File: src/rtl/dmem_access_ctrl_pkg.sv
// Shared constants for the MEM-stage data-memory access controller:
// funct3 size/sign encodings, FSM states and byte-enable width.
package dmem_access_ctrl_pkg;

  localparam int DMEM_BE_W = 4;

  localparam logic [2:0] F3_B  = 3'b000;
  localparam logic [2:0] F3_H  = 3'b001;
  localparam logic [2:0] F3_W  = 3'b010;
  localparam logic [2:0] F3_BU = 3'b100;
  localparam logic [2:0] F3_HU = 3'b101;

  typedef enum logic [1:0] {
    ST_IDLE     = 2'd0,
    ST_REQ      = 2'd1,
    ST_WAIT_RSP = 2'd2,
    ST_DONE     = 2'd3
  } dmem_state_e;

endpackage

File: src/rtl/dmem_access_ctrl_lane_align.sv
// Combinational byte-lane logic: store enables/data placement, load
// extract and extend, and natural-alignment check for H/W accesses.
module dmem_access_ctrl_lane_align
  import dmem_access_ctrl_pkg::*;
#(
  parameter int XLEN = 32
) (
  input  logic [2:0]           funct3,
  input  logic [1:0]           addr_lo,
  input  logic [XLEN-1:0]      st_data,
  input  logic [XLEN-1:0]      ld_raw,
  output logic [DMEM_BE_W-1:0] st_be,
  output logic [XLEN-1:0]      st_wdata,
  output logic [XLEN-1:0]      ld_data,
  output logic                 misaligned
);

  logic signed [7:0]  ld_byte;
  logic signed [15:0] ld_half;

  always_comb begin
    misaligned = ((funct3 == F3_H || funct3 == F3_HU) && addr_lo[0]) ||
                 ((funct3 == F3_W) && (addr_lo != 2'b00));
  end

  // Stores replicate the low-aligned datum across all lanes; be picks the lane.
  always_comb begin
    st_be    = 4'b1111;
    st_wdata = st_data;
    case (funct3[1:0])
      2'b00: begin
        st_be    = 4'b0001 << addr_lo;
        st_wdata = {4{st_data[7:0]}};
      end
      2'b01: begin
        st_be    = 4'b0011 << {addr_lo[1], 1'b0};
        st_wdata = {2{st_data[15:0]}};
      end
      default: begin
        st_be    = 4'b1111;
        st_wdata = st_data;
      end
    endcase
  end

  always_comb begin
    ld_byte = ld_raw[7:0];
    case (addr_lo)
      2'd0:    ld_byte = ld_raw[7:0];
      2'd1:    ld_byte = ld_raw[15:8];
      2'd2:    ld_byte = ld_raw[23:16];
      default: ld_byte = ld_raw[31:24];
    endcase
    ld_half = addr_lo[1] ? ld_raw[31:16] : ld_raw[15:0];

    ld_data = ld_raw;
    case (funct3)
      F3_B:    ld_data = XLEN'(ld_byte);
      F3_H:    ld_data = XLEN'(ld_half);
      F3_BU:   ld_data = {{(XLEN-8){1'b0}}, ld_byte};
      F3_HU:   ld_data = {{(XLEN-16){1'b0}}, ld_half};
      default: ld_data = ld_raw;
    endcase
  end

endmodule

File: src/rtl/dmem_access_ctrl.sv
// MEM-stage data-memory sequencer: issues valid/ready requests, waits for
// load responses, stalls the front pipeline and bubbles MEM/WB meanwhile.
module dmem_access_ctrl
  import dmem_access_ctrl_pkg::*;
#(
  parameter int XLEN        = 32,
  parameter int TIMEOUT_CYC = 255
) (
  input  logic                 clk,
  input  logic                 rst_n,
  input  logic                 exm_memread,
  input  logic                 exm_memwrite,
  input  logic [2:0]           exm_funct3,
  input  logic [XLEN-1:0]      exm_addr,
  input  logic [XLEN-1:0]      exm_wdata,
  output logic                 dmem_req_valid,
  input  logic                 dmem_req_ready,
  output logic                 dmem_req_we,
  output logic [XLEN-1:0]      dmem_req_addr,
  output logic [XLEN-1:0]      dmem_req_wdata,
  output logic [DMEM_BE_W-1:0] dmem_req_be,
  input  logic                 dmem_rsp_valid,
  input  logic [XLEN-1:0]      dmem_rsp_rdata,
  output logic [XLEN-1:0]      mem_read_data,
  output logic                 mem_stall,
  output logic                 mem_bubble,
  output logic                 misalign_fault,
  output logic                 timeout_fault
);

  if (XLEN != 32) begin : g_xlen_check
    $error("dmem_access_ctrl: only XLEN=32 is supported");
  end

  localparam int CNT_W = $clog2(TIMEOUT_CYC + 1);
  localparam logic [CNT_W-1:0] CNT_LAST = CNT_W'(TIMEOUT_CYC - 1);
  localparam logic [CNT_W-1:0] CNT_MAX  = CNT_W'(TIMEOUT_CYC);

  dmem_state_e          state;
  logic [CNT_W-1:0]     tmo_cnt;
  logic [XLEN-1:0]      rdata_q;
  logic                 timeout_q;

  logic                 access;
  logic                 misaligned;
  logic                 tmo_hit;
  logic [DMEM_BE_W-1:0] st_be;
  logic [XLEN-1:0]      st_wdata;
  logic [XLEN-1:0]      ld_data;

  dmem_access_ctrl_lane_align #(.XLEN(XLEN)) u_lane_align (
    .funct3     (exm_funct3),
    .addr_lo    (exm_addr[1:0]),
    .st_data    (exm_wdata),
    .ld_raw     (rdata_q),
    .st_be      (st_be),
    .st_wdata   (st_wdata),
    .ld_data    (ld_data),
    .misaligned (misaligned)
  );

  assign access  = exm_memread | exm_memwrite;
  assign tmo_hit = (tmo_cnt >= CNT_LAST);

  // Control outputs decode state plus the live EX/MEM instruction so that an
  // IDLE access requests in its first cycle; everything is forced low in reset.
  always_comb begin
    dmem_req_valid = 1'b0;
    mem_stall      = 1'b0;
    mem_bubble     = 1'b0;
    misalign_fault = 1'b0;
    mem_read_data  = '0;
    unique case (state)
      ST_IDLE: begin
        if (access && misaligned) begin
          misalign_fault = 1'b1;
          mem_bubble     = 1'b1;
        end else if (access) begin
          dmem_req_valid = 1'b1;
          mem_stall      = 1'b1;
          mem_bubble     = 1'b1;
        end
      end
      ST_REQ: begin
        dmem_req_valid = 1'b1;
        mem_stall      = 1'b1;
        mem_bubble     = 1'b1;
      end
      ST_WAIT_RSP: begin
        mem_stall  = 1'b1;
        mem_bubble = 1'b1;
      end
      ST_DONE: mem_read_data = ld_data;
    endcase
    if (!rst_n) begin
      dmem_req_valid = 1'b0;
      mem_stall      = 1'b0;
      mem_bubble     = 1'b0;
      misalign_fault = 1'b0;
      mem_read_data  = '0;
    end
  end

  assign dmem_req_we    = dmem_req_valid & exm_memwrite;
  assign dmem_req_addr  = dmem_req_valid ? {exm_addr[XLEN-1:2], 2'b00} : '0;
  assign dmem_req_wdata = dmem_req_valid ? st_wdata : '0;
  assign dmem_req_be    = dmem_req_valid ? st_be : '0;
  assign timeout_fault  = timeout_q;

  // A handshake or response arriving on the deadline cycle wins over timeout.
  always_ff @(posedge clk or negedge rst_n) begin
    if (!rst_n) begin
      state     <= ST_IDLE;
      tmo_cnt   <= '0;
      rdata_q   <= '0;
      timeout_q <= 1'b0;
    end else begin
      timeout_q <= 1'b0;
      unique case (state)
        ST_IDLE: begin
          tmo_cnt <= '0;
          if (access && !misaligned) begin
            if (!dmem_req_ready)  state <= ST_REQ;
            else if (exm_memread) state <= ST_WAIT_RSP;
            else                  state <= ST_DONE;
          end
        end
        ST_REQ: begin
          if (tmo_cnt != CNT_MAX) tmo_cnt <= tmo_cnt + 1'b1;
          if (dmem_req_ready) begin
            state <= exm_memread ? ST_WAIT_RSP : ST_DONE;
          end else if (tmo_hit) begin
            state     <= ST_DONE;
            rdata_q   <= '0;
            timeout_q <= 1'b1;
          end
        end
        ST_WAIT_RSP: begin
          if (tmo_cnt != CNT_MAX) tmo_cnt <= tmo_cnt + 1'b1;
          if (dmem_rsp_valid) begin
            state   <= ST_DONE;
            rdata_q <= dmem_rsp_rdata;
          end else if (tmo_hit) begin
            state     <= ST_DONE;
            rdata_q   <= '0;
            timeout_q <= 1'b1;
          end
        end
        ST_DONE: state <= ST_IDLE;
      endcase
    end
  end

endmodule

File: config.mk
export PLATFORM = sky130hd
export DESIGN_NAME = dmem_access_ctrl
export DESIGN_NICKNAME = d
export VERILOG_FILES = /design/src/rtl/dmem_access_ctrl_pkg.sv /design/src/rtl/dmem_access_ctrl_lane_align.sv /design/src/rtl/dmem_access_ctrl.sv
export SDC_FILE = /design/constraint.sdc
export NUM_CORES = 1
export LEC_CHECK = 0
export BUFFER_PORTS_ARGS = -buffer_cell sky130_fd_sc_hd__clkbuf_2
export CAP_MARGIN = 20
export CORE_MARGIN = 10
export CORE_UTILIZATION = 35
export CTS_BUF_LIST = sky130_fd_sc_hd__clkbuf_8
export DETAILED_ROUTE_END_ITERATION = 7
export PLACE_DENSITY_LB_ADDON = 0.15
export SYNTH_ARGS = -nofsm -noshare
export SYNTH_HDL_FRONTEND = slang
export SYNTH_SLANG_ARGS = --single-unit
File: constraint.sdc
create_clock -name clk -period 2.55 [get_ports clk]
set_input_delay 0.6375 -clock clk [delete_from_list [all_inputs] [get_ports clk]]
set_output_delay 0.6375 -clock clk [all_outputs]
set_load 0.02 [all_outputs]
======== Word level (Yosys, flattened, before mapping) ========
Cells that the tools add are included.
storage, ports and cells
  logic and storage cells ................. 80
  bits in registers ....................... 43
  output and inout port bits .............. 106
  input bits .............................. 105
operators by class
  bitwise operators ....................... 2
  add/sub/neg operators ................... 1
  order comparisons ....................... 1
  muxes and demuxes ....................... 39
  equal/unequal tests ..................... 14
  shift operators ......................... 2
  reduce and logical (&&, ||, !) cells .... 17
operator list
  operator             count
  $mux 32              7
  $pmux 32 s2          2
  $pmux 32 s4          1
  $pmux 8 s3           1
  $mux 16              1
  $pmux 8 s2           1
  $mux 1               13
  $mux 2               5
  $add 8x1->8 const B  1
  $ge 8x8->1 const B   1
  $mux 8               1
  $ne 8x8->1 const B   1
  $pmux 1 s2           4
  $pmux 2 s4           1
  $pmux 4 s2           1
  $eq 2x1->1 const B   3
  $eq 2x2->1 const B   3
  $eq 3x3->1 const B   2
  $logic_not 2->1      3
  $reduce_bool 2->1    3
  $logic_and 1x1->1    4
  $mux 4               1
  $ne 2x2->1 const B   2
  $reduce_and 2->1     2
  other kinds (11)     12

======== Logic depth before layout (Yosys ltp) ========
  word-level depth ........................ 9
  gate-level depth with buffers ........... 8
  gate-level depth less buffers ........... 6

======== Cells and area by module ========
Synthesis repeated with hierarchy kept, for this count alone.
unflattened totals
  cells, all modules ...................... 525
  area, all modules ....................... 4113.9 um2
by module, submodules not included
  module                       cells an instance  seq. area each (um2)  area each (um2)  times used
  dmem_access_ctrl             347                1076.0                2899.0           1
  dmem_access_ctrl_lane_align  178                0.0                   1214.9           1

======== Least setup slack after synthesis ========
Ideal clock, no wire load.
  path type ............................... input-to-output
  start ................................... input exm_funct3[0]
  end ..................................... output dmem_req_be[1]
  data required time ...................... 1.913 ns
  setup slack ............................. -0.020 ns
  buffers on the path ..................... 3
  arrival ................................. 1.933 ns
  stages .................................. 7
  path through ............................ buf_2 -> and3b_1 -> a21oi_2 -> a31oi_2 -> buf_4 -> buf_4 -> a21oi_1
between the ends
  word-level cells in the longest chain between the ends .. 9
  elaborated cells on any way between the ends .. 15
  classes of those cells .................. 4 x eq/ne; 5 x mux; 6 x reduce/logical
RTL lines
  element                                          line                               source
  start: declaration                               dmem_access_ctrl.sv:13             input logic [2:0] exm_funct3,
  $eq 3x1->1 / $eq 3x3->1 (equally long branches)  dmem_access_ctrl_lane_align.sv:22  misaligned = ((funct3 == F3_H || funct3 == F3_HU) && addr_lo[0]) ||
  $logic_or 1x1->1                                 dmem_access_ctrl_lane_align.sv:22
  $logic_and 1x1->1                                dmem_access_ctrl_lane_align.sv:22
  $logic_or 1x1->1                                 dmem_access_ctrl_lane_align.sv:22
  $logic_and 1x1->1                                dmem_access_ctrl.sv:75             if (access && misaligned) begin
  $mux 1                                           dmem_access_ctrl.sv:75
  $pmux 1 s2                                       dmem_access_ctrl.sv:73             unique case (state)
  $mux 1                                           dmem_access_ctrl.sv:95             if (!rst_n) begin
  $mux 4 *                                         dmem_access_ctrl.sv:107            assign dmem_req_be = dmem_req_valid ? st_be : '0;
  end: declaration                                 dmem_access_ctrl.sv:21             output logic [DMEM_BE_W-1:0] dmem_req_be,
Mark *: on every way between the ends. The rest lies on a longest branch, timed or not.

======== Final worst setup path ========
  start ................................... register rdata_q[31]
  end ..................................... output mem_read_data[23]
between the ends
  word-level cells in the longest chain between the ends .. 4
  elaborated cells on any way between the ends .. 5
  classes of those cells .................. 5 x mux
RTL lines
  element                                       line                                                                  source
  start: declaration                            dmem_access_ctrl.sv:41                                                logic [XLEN-1:0] rdata_q;
  start signal: assignment                      dmem_access_ctrl.sv:142                                               rdata_q <= dmem_rsp_rdata;
  $pmux 8 s3 / $mux 16 (equally long branches)  dmem_access_ctrl_lane_align.sv:48, dmem_access_ctrl_lane_align.sv:54
  $pmux 32 s4 *                                 dmem_access_ctrl_lane_align.sv:57                                     case (funct3)
  $mux 32 *                                     dmem_access_ctrl.sv:73
  $mux 32 *                                     dmem_access_ctrl.sv:95
  end: declaration                              dmem_access_ctrl.sv:24                                                output logic [XLEN-1:0] mem_read_data,
Marks and branches as above.

==> metrics.txt <==
initial antenna violation count=0; cell area after layout=6000 um^2; Cell Pwr Density=855 nW/um^2; CTS tree=built; total power=5130 uW; FF/Latch Area=1080 um^2; failing checks=setup timing; clk buf depth=2; synthesized instance count=415; ANT cells=0; RSZ-0062 raised after global routing=true; internal power=2910 uW; DR WL/cell=19.5 um; CTS Sinks=43; vias in the first global route=4024; cts hold-fix bufs=0; hold crit path type=input port to async pin; first-pass GRT wire length=22.4 mm; clk_skew=6.68 ps; Leak=0.00307 uW; VDD IR max=0.000451 V; share of layout cells above drive strength 1=53.6%; status=finished, violations left; CP required=1910 ps; Setup CP Type=flip-flop to output port; Core Util, Final=62.0%; flip-flop and latch count after synthesis=43; DPL Wire Length=11.2 mm; Final Hold Viols=0; Total GRT Usage=19.1%; CTS buffer count=5; setup violators final=54; Initial Util=35.5%; Multi-input gate area=2380 um^2; Core Rows=36; endpoint class of the critical path=output port; switch share=43.3%; fillers=803; max-slew violations=0; average size of a mapped cell=8.29 um^2; drt total wl=15.5 mm; Synth Flop Type=dfrtp_1; Synth async-reset ratio=100%; Tcrit/Tclk final=104%; register area share after synthesis=31.3%; Die ar.=14200 um^2; routability cong.=0.881; Post-DP Area=4850 um^2; routed vias=4122; synthesized area=3440 um^2; crit start category=flip-flop; Skew-Pair Late Insertion Delay=300 ps; Synth warnings=0; num ports=211; Pre-antenna DRT Iters=5; CP arrival=2020 ps; clock power share=11.6%; synth-to-layout area growth=74.5%; total gr overflow=0; Net count, final=771; Final ANT Viol Nets=0; Slew HR=65.3%; Vias/cell=5.20; P_sw=2220 uW; Tmin final=2660 ps; drt drc=0; final worst setup slack=-112 ps; slew at the pin closest to its max-slew limit=520 ps; DRT iter0 DRCs=295; core area=9680 um^2; EDFF count, synth=0; Clock Tree Root=clkbuf_8; Fmax=0.376 GHz; number of I/O port buffers=208; largest net degree at the start of global routing=41; count of cell types in the netlist=50; H-tree depth=2; power share of the sequential group=24.3%; Reg clk slew, reported paths=90 ps; crit path max fanout=8; die height=119 um; Max Cap Viol=0; Gate power share=64.0%; DIE WIDTH=119 um
==> cell usage after synthesis (all sizes together), types with 3 or more instances <==
library cell / n / area [um^2]
and3: 4 / 26.3
nand3: 6 / 40.0
buf: 20 / 140
a22o: 33 / 292
nor2: 43 / 161
clkbuf: 14 / 52.6
inv: 10 / 37.5
o21ai: 5 / 36.3
nand2: 68 / 255
nor3: 4 / 25.0
or2: 3 / 18.8
o22ai: 3 / 18.8
o31a: 6 / 52.6
a22oi: 9 / 67.6
a21oi: 34 / 174
dfrtp: 43 / 1080
ha: 7 / 87.6
o221a: 6 / 67.6
o31ai: 3 / 22.5
mux2i: 27 / 270
and2: 41 / 257
==> final timing paths <==
check                                          to  cells after the start        start  slack [ps]
worst max-delay path            mem_read_data[23]                      7  rdata_q[31]        -110
worst min-delay path                     state[1]                      2        rst_n         330
worst max register to register        rdata_q[26]                      7     state[1]         670
worst min register to register         rdata_q[2]                      1   rdata_q[2]         520
max in group asynchronous             rdata_q[30]                      3        rst_n        1590
min in group clk                       rdata_q[2]                      1   rdata_q[2]         520
==> power groups by stage <==
stage | Combinational, uW | Clock, uW | Sequential (uW)
floorplan | 1720 | 0 | 1160
global placement | 2500 | 0 | 1240
detailed placement | 2540 | 0 | 1250
CTS | 2840 | 605 | 1230
global route | 3510 | 637 | 1280
finish | 3290 | 597 | 1250
==> worst max-delay path: stages (launching register included) <==
cell     delay (ps)
dfrtp_1         430
mux4_2          490
nor2b_4         150
o21ai_4         170
buf_12          140
buf_12          150
nand2_4          60
buf_8           120
==> sequential cells by signal, summed over array words and instances, names as in the netlist <==
| name | flops |
|---|---|
| rdata_q | 32 |
| state | 2 |
| timeout_fault | 1 |
| tmo_cnt | 8 |
==> cells by family after synthesis <==
logic type	Yosys count	share of synthesized area, %
AOI/OAI and AO/OA	111	24.4
muxes	30	9.49
adders and majority gates	7	2.55
buffers and inverters	44	6.69
DFF	43	31.3
other	1	0.109
and+or+nand+nor	179	25.4
==> stage by stage <==
stage               cells  setup TNS, ps  setup slack, ps  hold slack [ps]
CTS                   781          -1670            -98.7              326
floorplan             416          -40.3            -20.2              342
finish                793          -3440             -112              335
global route          793          -7310             -163              329
global placement      765          -4570            -89.0              493
detailed placement    765          -6570             -116              498
==> placed cells by master, fill, tap and decap left out, drive strengths merged, types with 7 or more instances in the layout <==
| cell type | synthesis | routed |
|---|---|---|
| a22o | 33 | 33 |
| a22oi | 9 | 9 |
| and2 | 41 | 41 |
| nand2 | 68 | 68 |
| mux2i | 27 | 27 |
| inv | 10 | 11 |
| buf | 20 | 116 |
| nor2 | 43 | 43 |
| clkbuf | 14 | 160 |
| ha | 7 | 7 |
| dfrtp | 43 | 43 |
| a21oi | 34 | 34 |
==> layer usage <==
| layer | track usage [%] | up-vias | part of all wire [%] | wire [um] |
|---|---|---|---|---|
| met2 | 33.6 | 196 | 51 | 7810 |
| met5 | 0 | - | 0 | 0 |
| met1 | 22.7 | 1946 | 40 | 6200 |
| li1 | - | 1950 | - | - |
| met4 | 3.74 | 0 | 2.3 | 353 |
| met3 | 5.29 | 30 | 7.1 | 1100 |
==> area by class of cell <==
class | count | share of cell area, %
multi-input combinational | 329 | 39.7
timing repair buffer | 270 | 36.9
sequential | 43 | 17.9
tap | 133 | 2.77
clock buffer | 6 | 1.38
inverter | 10 | 0.667
clock inverter | 2 | 0.646
==> timing repair <==
action | CTS | global route
endpoints found under the setup margin | 96 | 97
cloned | 1 | 4
setup buffers | 7 | 8
resized for setup | 116 | 154
pin swaps | 4 | 20
Note: power is estimated with default switching activity, not from simulation.
